<file path="src/rtl/uart2wifi_core_uart_tx.sv">
// Buffered 8N1 UART transmitter for the ESP-facing link.
// Host logic queues bytes in a small FIFO; a send_buffer pulse (or AUTO_SEND)
// drains the FIFO as back-to-back frames, LSB first, on tx.
//
// state | meaning
// ------+--------------------------------------------------------------
// IDLE  | line idle (tx=1), waiting for a drain request and queued data
// LOAD  | one clock: pop FIFO head into the shift register
// START | start bit (tx=0) for one bit period
// DATA  | eight data bits, LSB first, one bit period each
// STOP  | stop bit (tx=1); then next byte or back to IDLE
module uart2wifi_core_uart_tx #(
  parameter int CLK_FREQ_HZ = 100_000_000,
  parameter int BAUD_RATE   = 115_200,
  parameter int FIFO_DEPTH  = 16,
  parameter bit AUTO_SEND   = 1'b0
) (
  input  logic                         clk,
  input  logic                         rst_n,
  input  logic                         wr_en,
  input  logic [7:0]                   wr_data,
  input  logic                         send_buffer,
  input  logic                         clr_ovf,
  output logic                         tx,
  output logic                         busy,
  output logic                         empty,
  output logic                         full,
  output logic [$clog2(FIFO_DEPTH):0]  count,
  output logic                         overflow
);

  localparam int CLKS_PER_BIT = CLK_FREQ_HZ / BAUD_RATE;
  // A divider of 1 would give a zero-width counter; keep at least one bit.
  localparam int CNT_W        = (CLKS_PER_BIT > 1) ? $clog2(CLKS_PER_BIT) : 1;
  localparam int PTR_W        = $clog2(FIFO_DEPTH);
  localparam int OCC_W        = PTR_W + 1;

  localparam logic [CNT_W-1:0] BIT_LAST = CNT_W'(CLKS_PER_BIT - 1);
  localparam logic [OCC_W-1:0] OCC_FULL = OCC_W'(FIFO_DEPTH);

  typedef enum logic [2:0] {
    IDLE  = 3'd0,
    LOAD  = 3'd1,
    START = 3'd2,
    DATA  = 3'd3,
    STOP  = 3'd4
  } state_t;

  state_t           state_q;
  logic [CNT_W-1:0] cnt_q;
  logic [2:0]       bit_idx_q;
  logic [7:0]       shift_q;
  logic             tx_q;
  logic             busy_q;
  logic             drain_q;

  logic [7:0]       mem_q [FIFO_DEPTH];
  logic [PTR_W-1:0] wr_ptr_q;
  logic [PTR_W-1:0] rd_ptr_q;
  logic [OCC_W-1:0] count_q;
  logic [OCC_W-1:0] count_d;
  logic             ovf_q;
  logic             ovf_d;

  logic             empty_w;
  logic             full_w;
  logic             push;
  logic             pop;
  logic             bit_done;
  logic             want_tx;

  assign empty_w  = (count_q == '0);
  assign full_w   = (count_q == OCC_FULL);
  assign push     = wr_en && !full_w;
  // LOAD is only entered with data present, so its pop never underflows.
  assign pop      = (state_q == LOAD);
  assign bit_done = (cnt_q == BIT_LAST);
  assign want_tx  = drain_q || AUTO_SEND;

  // Next occupancy and sticky overflow; a dropped write beats clr_ovf.
  always_comb begin
    count_d = count_q;
    if (push && !pop) begin
      count_d = count_q + 1'b1;
    end else if (!push && pop) begin
      count_d = count_q - 1'b1;
    end
    ovf_d = ovf_q;
    if (wr_en && full_w) begin
      ovf_d = 1'b1;
    end else if (clr_ovf) begin
      ovf_d = 1'b0;
    end
  end

  // FIFO storage; contents need no reset since occupancy gates every read.
  always_ff @(posedge clk) begin
    if (push) begin
      mem_q[wr_ptr_q] <= wr_data;
    end
  end

  // FIFO pointers, occupancy and overflow flag.
  always_ff @(posedge clk or negedge rst_n) begin
    if (!rst_n) begin
      wr_ptr_q <= '0;
      rd_ptr_q <= '0;
      count_q  <= '0;
      ovf_q    <= 1'b0;
    end else begin
      if (push) wr_ptr_q <= wr_ptr_q + 1'b1;
      if (pop)  rd_ptr_q <= rd_ptr_q + 1'b1;
      count_q <= count_d;
      ovf_q   <= ovf_d;
    end
  end

  // Transmit FSM with registered tx/busy and the drain request flag.
  always_ff @(posedge clk or negedge rst_n) begin
    if (!rst_n) begin
      state_q   <= IDLE;
      cnt_q     <= '0;
      bit_idx_q <= '0;
      shift_q   <= '0;
      tx_q      <= 1'b1;
      busy_q    <= 1'b0;
      drain_q   <= 1'b0;
    end else begin
      case (state_q)
        IDLE: begin
          tx_q <= 1'b1;
          // send_buffer is used directly so LOAD follows the pulse by one clock.
          if ((want_tx || (send_buffer && !AUTO_SEND)) && !empty_w) begin
            state_q <= LOAD;
            busy_q  <= 1'b1;
            cnt_q   <= '0;
          end
        end
        LOAD: begin
          shift_q <= mem_q[rd_ptr_q];
          state_q <= START;
          tx_q    <= 1'b0;
          cnt_q   <= '0;
        end
        START: begin
          if (bit_done) begin
            state_q   <= DATA;
            tx_q      <= shift_q[0];
            bit_idx_q <= '0;
            cnt_q     <= '0;
          end else begin
            cnt_q <= cnt_q + 1'b1;
          end
        end
        DATA: begin
          if (bit_done) begin
            cnt_q <= '0;
            if (bit_idx_q == 3'd7) begin
              state_q <= STOP;
              tx_q    <= 1'b1;
            end else begin
              bit_idx_q <= bit_idx_q + 1'b1;
              shift_q   <= {1'b0, shift_q[7:1]};
              tx_q      <= shift_q[1];
            end
          end else begin
            cnt_q <= cnt_q + 1'b1;
          end
        end
        STOP: begin
          tx_q <= 1'b1;
          if (bit_done) begin
            cnt_q <= '0;
            if (want_tx && !empty_w) begin
              state_q <= LOAD;
            end else begin
              state_q <= IDLE;
              busy_q  <= 1'b0;
              drain_q <= 1'b0;
            end
          end else begin
            cnt_q <= cnt_q + 1'b1;
          end
        end
        default: begin
          state_q <= IDLE;
          tx_q    <= 1'b1;
          busy_q  <= 1'b0;
          cnt_q   <= '0;
        end
      endcase
      // The clear above only fires with the FIFO empty, so it never collides
      // with this set.
      if (send_buffer && !empty_w && !AUTO_SEND) begin
        drain_q <= 1'b1;
      end
    end
  end

  assign tx       = tx_q;
  assign busy     = busy_q;
  assign empty    = empty_w;
  assign full     = full_w;
  assign count    = count_q;
  assign overflow = ovf_q;

endmodule

</file>
<file path="config.mk">
export PLATFORM = sky130hd
export DESIGN_NAME = uart2wifi_core_uart_tx
export DESIGN_NICKNAME = d
export VERILOG_FILES = /design/src/rtl/uart2wifi_core_uart_tx.sv
export SDC_FILE = /design/constraint.sdc
export NUM_CORES = 1
export LEC_CHECK = 0
export CAP_MARGIN = 10
export CORE_ASPECT_RATIO = 0.5
export CORE_UTILIZATION = 45
export CTS_CLUSTER_SIZE = 12
export DETAILED_ROUTE_END_ITERATION = 10
export SYNTH_ARGS = -nofsm -noshare
export SYNTH_HDL_FRONTEND = slang
export SYNTH_SLANG_ARGS = --single-unit
</file>
<file path="constraint.sdc">
create_clock -name clk -period 2.61 [get_ports clk]
set_input_delay 0.261 -clock clk [delete_from_list [all_inputs] [get_ports clk]]
set_output_delay 0.261 -clock clk [all_outputs]
set_load 0.05 [all_outputs]
</file>
Yosys cells after proc, flatten, opt, wreduce, memory -nomap -nowiden --
Memories as Yosys holds them, arrays and structs flattened. Cells that the tools add are included.
Operators by class: equality and inequality tests 15, mux-type cells 33, bitwise logic cells 1, add/sub/neg operators 6, reduce and logical (&&, ||, !) cells 28
Operator list (number):
- two-way mux 3 bit | 8
- two-way mux 10 bit | 2
- one-hot mux 10 bit (2 select lines) | 1
- two-way mux 8 bit | 2
- one-hot mux 8 bit (2 select lines) | 1
- one-hot mux 3 bit (5 select lines) | 1
- inequality test 2 bit, second input constant | 7
- two-way mux 1 bit | 13
- nonzero test 2 bit | 6
- adder 10 x 1 -> 10 bit, second input constant | 1
- == test 10 bit, second input constant | 1
- two-way mux 5 bit | 2
- adder 4 x 1 -> 4 bit, second input constant | 2
- AND reduction 4 bit | 2
- logical AND 1 bit | 7
- == test 3 x 2 -> 1 bit, second input constant | 2
- == test 3 bit, second input constant | 2
- one-hot mux 1 bit (3 select lines) | 2
- one-hot mux 3 bit (2 select lines) | 1
- AND reduction 3 bit | 2
- OR reduction 3 bit | 2
- adder 5 x 1 -> 5 bit, second input constant | 1
- == test 5 bit, second input constant | 1
- zero test 5 bit | 1
- 10 further kinds | 13
Word-level totals: RAM bits 128, memories 1, register bits 41, input bits 13
Memory list:
- mem_q | depth 16, bits a word 8, rd ports 1, clocked after Yosys merged registers in 0, write ports 1, RTL line 57 | logic [7:0] mem_q [FIFO_DEPTH];

Longest topological paths before layout --
depth after elaboration 7, mapped depth 12, gate-level depth less buffers 11

Worst setup path after synthesis --
OpenSTA, ideal clock, no wires.
kind register to register, start reg count_q[0] (netlist: count[0]), end reg count_q[4] (netlist: count[4]), setup time 0.123 ns, path buffers 1, path slack -0.616 ns, stages on the path, launching flop included 13, data arrival time 3.102 ns, path through dfrtp_1 nor4_1 and2_1 nor2b_1 clkbuf_1 ha_1 inv_1 ha_1 a21o_1 a21oi_1 xnor2_1 nor2_1 xnor2_1
On the way: cells in the longest elaborated chain, start to end 6, elaborated cells on any way between the ends 11
Ends and longest elaborated chain:
- from (decl) | RTL line 60 | logic [OCC_W-1:0] count_q;
- from (signal assigned) | RTL line 113 | count_q <= count_d;
- == test 5 bit (*) | RTL line 73 | assign full_w = (count_q == OCC_FULL);
- named net full | RTL line 27 | output logic full,
- zero test 1 bit (*) | RTL line 74 | assign push = wr_en && !full_w;
- logical AND 1 bit (*) | RTL line 74
- named net push | RTL line 67 | logic push;
- zero test 1 bit | RTL line 85 | end else if (!push && pop) begin
- logical AND 1 bit | RTL line 85
- nonzero test 2 bit (no source line)
The timed path passes the listed nets; every way through them passes the cells marked *. The select of a mux whose other input is x is not followed. A chain may end at the register's enable or synchronous reset.

Worst setup path in the final report --
start reg count_q[2] (netlist: count[2]), end out full
On the way: cells in the longest elaborated chain, start to end 1
Ends and longest elaborated chain (RTL line):
- == test 5 bit | 73
- to (decl) | 27
No other way between the ends.

==> results summary <==
The type of the worst min-delay path is in2reg. The dominant combinational cell family by area after synthesis is multiplexers. The final design area excluding fillers came out at 8330 um^2.

The per-instance average area after synthesis came out at 16.0 um^2. The worst hold path depth came out at 3. The maximum buffer depth of the clock tree came out at 2.

Once routing completed, OpenROAD measured the worst setup slack at 134 ps. The minimum hold slack came out at 428 ps. The number of storage elements in the synthesis netlist is 169. Setup repair after global routing left no endpoint under its margin. The sequential fraction of the synthesis area is 0.690. The share of the synthesized area in compound gates (AO/OA/AOI/OAI) is 0.0670. The total clock buffers created by CTS is 17.

The worst relative slew slack came out at 0.388. The average routed wire per standard cell is 19.9 um. In this run the static leakage power is 0.00292 uW.

The via total after detailed routing is 3886. The antenna cell count came out at 0. The required time of the critical path is 2350 ps. STA classifies the critical path endpoint as an output pin. In the post-synthesis netlist, the cell with the most instances is sky130_fd_sc_hd__edfxtp_1. The tree is rooted in a sky130_fd_sc_hd__clkbuf_16. For this configuration, the core starts out at a cell density of 0.474. Summed over all nets, wire length on met2 after detailed routing comes to 6300 um.

The number of synthesized flops with an enable pin is 128. The checks that failed: design-rule violations. TritonCTS built the clock tree.

The final number of max-transition violations was 0. The cell depth of the worst flop-to-flop path is 11. The overall power is 6840 uW.

The first routing iteration left 315 violations. The flow ran to the end, but the final reports show violations. The clock latency on the worst-skew pair came out at 430 ps. The end of the worst register-to-register path is count[4].

In this design, the stage delay of the slowest critical-path cell is 800 ps. The H-tree was split into 4 levels. The number of hold violations in the final report came out at 0. The number of antenna violations at the first check in global routing is 0. The width of the chip is 179 um. The setup fix buffers added after clock tree synthesis is 0. The detailed-route DRC error count is 7. The startpoint identified for the worst register-to-register timing path is count[0]. The worst setup slack for register-to-register paths is 260 ps. The routed length on met3 came out at 787 um.

The critical path capture point is full. The die covers 16200 um^2. The master of the slowest instance on the critical path is sky130_fd_sc_hd__clkdlybuf4s50_1. The proportion of layout cells with a drive suffix above 1 is 0.232.

The commonest cells after synthesis are sky130_fd_sc_hd__edfxtp_1 (128), sky130_fd_sc_hd__dfrtp_1 (40), sky130_fd_sc_hd__mux4_2 (34), sky130_fd_sc_hd__a21oi_1 (33), sky130_fd_sc_hd__nor2_1 (29). The number of iterations in the first detailed-routing pass came out at 7. The highest clock rate came out at 404 MHz.

The first global-routing pass estimated 22300 um of wire. The critical path is of the reg2out type. Timing analysis after detailed placement gives a worst setup slack of 157 ps. The adder and majority gate portion of the synthesized area came out at 0.0241. The total power divided by cell area came out at 821 nW/um^2.

At the pin with the least slew margin, the transition time is 918 ps. The I/O pin total is 23. Data on the critical path arrives at its endpoint at 2210 ps.

From synthesis to final layout, the design area changed by 17.9%. The post-placement cell area is 7730 um^2. The post-synthesis cell type count is 44. The number of standard cells after synthesis is 441. The number of global-route vias before repair is 3907.

Of the total synthesized cell area, the portion taken by AND, OR, NAND and NOR gates is 0.0703. The number of max-capacitance violations reported came out at 0. By area the synthesized netlist is led by sky130_fd_sc_hd__edfxtp_1 (54%), sky130_fd_sc_hd__dfrtp_1 (14%), sky130_fd_sc_hd__mux4_2 (11%). The pin count of the biggest net entering global routing came out at 42. Traced cell by cell, the critical path runs through nor4_4, and2_4, clkdlybuf4s50_1. VDD sags by at most 0.465 mV.

The largest total area in the synthesized netlist belongs to sky130_fd_sc_hd__edfxtp_1. The final worst-path cycle share came out at 0.949. Dividing the detail-routed via count by the number of cells gives 5.53. The cell area after technology mapping is 7060 um^2. The maximum fanout count along the critical path is 4. The floorplan core area came out at 14900 um^2. The global placement routability congestion is 0.756.

The share of flip-flops with an asynchronous set or reset is 0.243. The HPWL after detailed placement came out at 9190 um. The critical path runs through a total of 3 cells. The quantity of I/O buffers inserted on ports is 22. For this run, the number of Yosys warnings is 0. Once detail routing completed, the nets flagged for antenna violations numbered 0. The kind of launch point of the worst setup path is a register. The number of buffers and inverters on the critical path is 1.

After synthesis, the share of cell area in mux cells is 0.116. The number of nets in the synthesized netlist is 467. The launch point of the worst path is count[2]. The die height is 90.6 um. The sink count of the clock tree came out at 169. The highest metal layer carrying signal wires in the routed design is met4. The total length of routed wires came out at 14000 um. Across the routed clock network, the largest skew measured is 13.3 ps.

The wire length the detailed router placed on met1 is 6830 um. The total negative slack is 0 ps. The number of nets in the final layout came out at 518. Among cell families on the critical path, the largest total delay comes from buffers and inverters.

The fraction of synthesized cell area taken by the top area cell type came out at 0.544. For this run, the leading register cell type out of synthesis is sky130_fd_sc_hd__edfxtp_1. The xor/xnor cell area share of the yosys netlist came out at 0.0136. The floorplan has 31 rows.

Clock-pin slew was measured on the worst setup and hold paths at 70 ps. The aggregate global-route resource usage is 0.189. The time the worst path needs with I/O delays and setup is 2480 ps. The final-report setup violation count is 0. The total overflow left after global routing is 0.
## logic make-up (layout without fill, tap and decap cells)
logic type                 Yosys count  after routing
muxes                               39             39
xor gates and xnor gates            11             11
AOI/OAI and AO/OA                   77             77
and+or+nand+nor                     99             99
adders and majority gates           13             13
buffers and inverters               33             97
DFF                                169            169
## state kept, by name, summed over array words and instances, names as in the netlist
signal and flops:
bit_idx_q 3, busy 1, cnt_q 10, count 5, drain_q 1, mem_q 128
overflow 1, rd_ptr_q 4, shift_q 8, state_q 3, tx 1, wr_ptr_q 4
## per-layer routing
layer | global-route usage | vias to the layer above
li1 | - | 1817
met1 | 0.285 | 1977
met2 | 0.269 | 86
met3 | 0.0446 | 6
met4 | 0.0588 | 0
met5 | 0 | -
## repair_timing
action | CTS | global route
hold buffers | 1 | 0
hold endpoints to repair | 1 | 0
endpoints found under the setup margin | 0 | 1
resized for setup | 0 | 1
## through the flow
stage | util | instances
after floorplan | - | 441
after global placement | 0.519 | 670
after detailed placement | 0.519 | 670
after CTS | 0.559 | 703
after global routing | 0.559 | 703
final | 0.559 | 703
## worst reg2reg max path, stage by stage (launching register included)
cell and delay, ps:
sky130_fd_sc_hd__dfrtp_2 440, sky130_fd_sc_hd__nor4_4 80, sky130_fd_sc_hd__and2_4 160, sky130_fd_sc_hd__nor2b_1 200
sky130_fd_sc_hd__ha_2 240, sky130_fd_sc_hd__inv_2 70, sky130_fd_sc_hd__fa_1 400, sky130_fd_sc_hd__a21o_1 190
sky130_fd_sc_hd__a21oi_2 150, sky130_fd_sc_hd__xnor2_1 130, sky130_fd_sc_hd__nor2_1 70, sky130_fd_sc_hd__xnor2_1 120
## cell usage in the layout (no fill, tap or decap), types with 4 or more instances in the layout
master,n
sky130_fd_sc_hd__a21oi_1,32
sky130_fd_sc_hd__a22o_1,4
sky130_fd_sc_hd__a22oi_1,14
sky130_fd_sc_hd__buf_4,29
sky130_fd_sc_hd__clkbuf_16,17
sky130_fd_sc_hd__clkdlybuf4s50_1,20
sky130_fd_sc_hd__clkinv_8,4
sky130_fd_sc_hd__dfrtp_1,35
sky130_fd_sc_hd__dfrtp_2,5
sky130_fd_sc_hd__edfxtp_1,128
sky130_fd_sc_hd__ha_1,10
sky130_fd_sc_hd__inv_1,9
sky130_fd_sc_hd__mux4_2,34
sky130_fd_sc_hd__nand2_1,24
sky130_fd_sc_hd__nand2b_1,4
sky130_fd_sc_hd__nand3_1,6
sky130_fd_sc_hd__nor2_1,29
sky130_fd_sc_hd__nor2b_1,6
sky130_fd_sc_hd__nor3_1,9
sky130_fd_sc_hd__o21ai_0,16
sky130_fd_sc_hd__xnor2_1,10
## how the worst min path moves through the flow
stage / slack (ps) / start / to
floorplan: -30 / rst_n / bit_idx_q[0]
global placement: 460 / rst_n / cnt_q[4]
detailed placement: 460 / rst_n / cnt_q[4]
CTS: 420 / clr_ovf / overflow
global route: 450 / clr_ovf / overflow
finish: 430 / clr_ovf / overflow
## power by group
part	total [uW]	switching, uW	internal [uW]
registers	3350	168	3180
clock network	2460	1190	1270
logic	1030	614	417
## area by class of cell
type                    count  area (um^2)
clock buffers              17          425
clock inverters            15          159
fillers                  1176         6570
inverters                  11         41.3
multi-input cells         239         2090
flip-flops and latches    169         4880
well taps                 198          248
repair buffers             54          485
(Power assumes the default switching activity.)
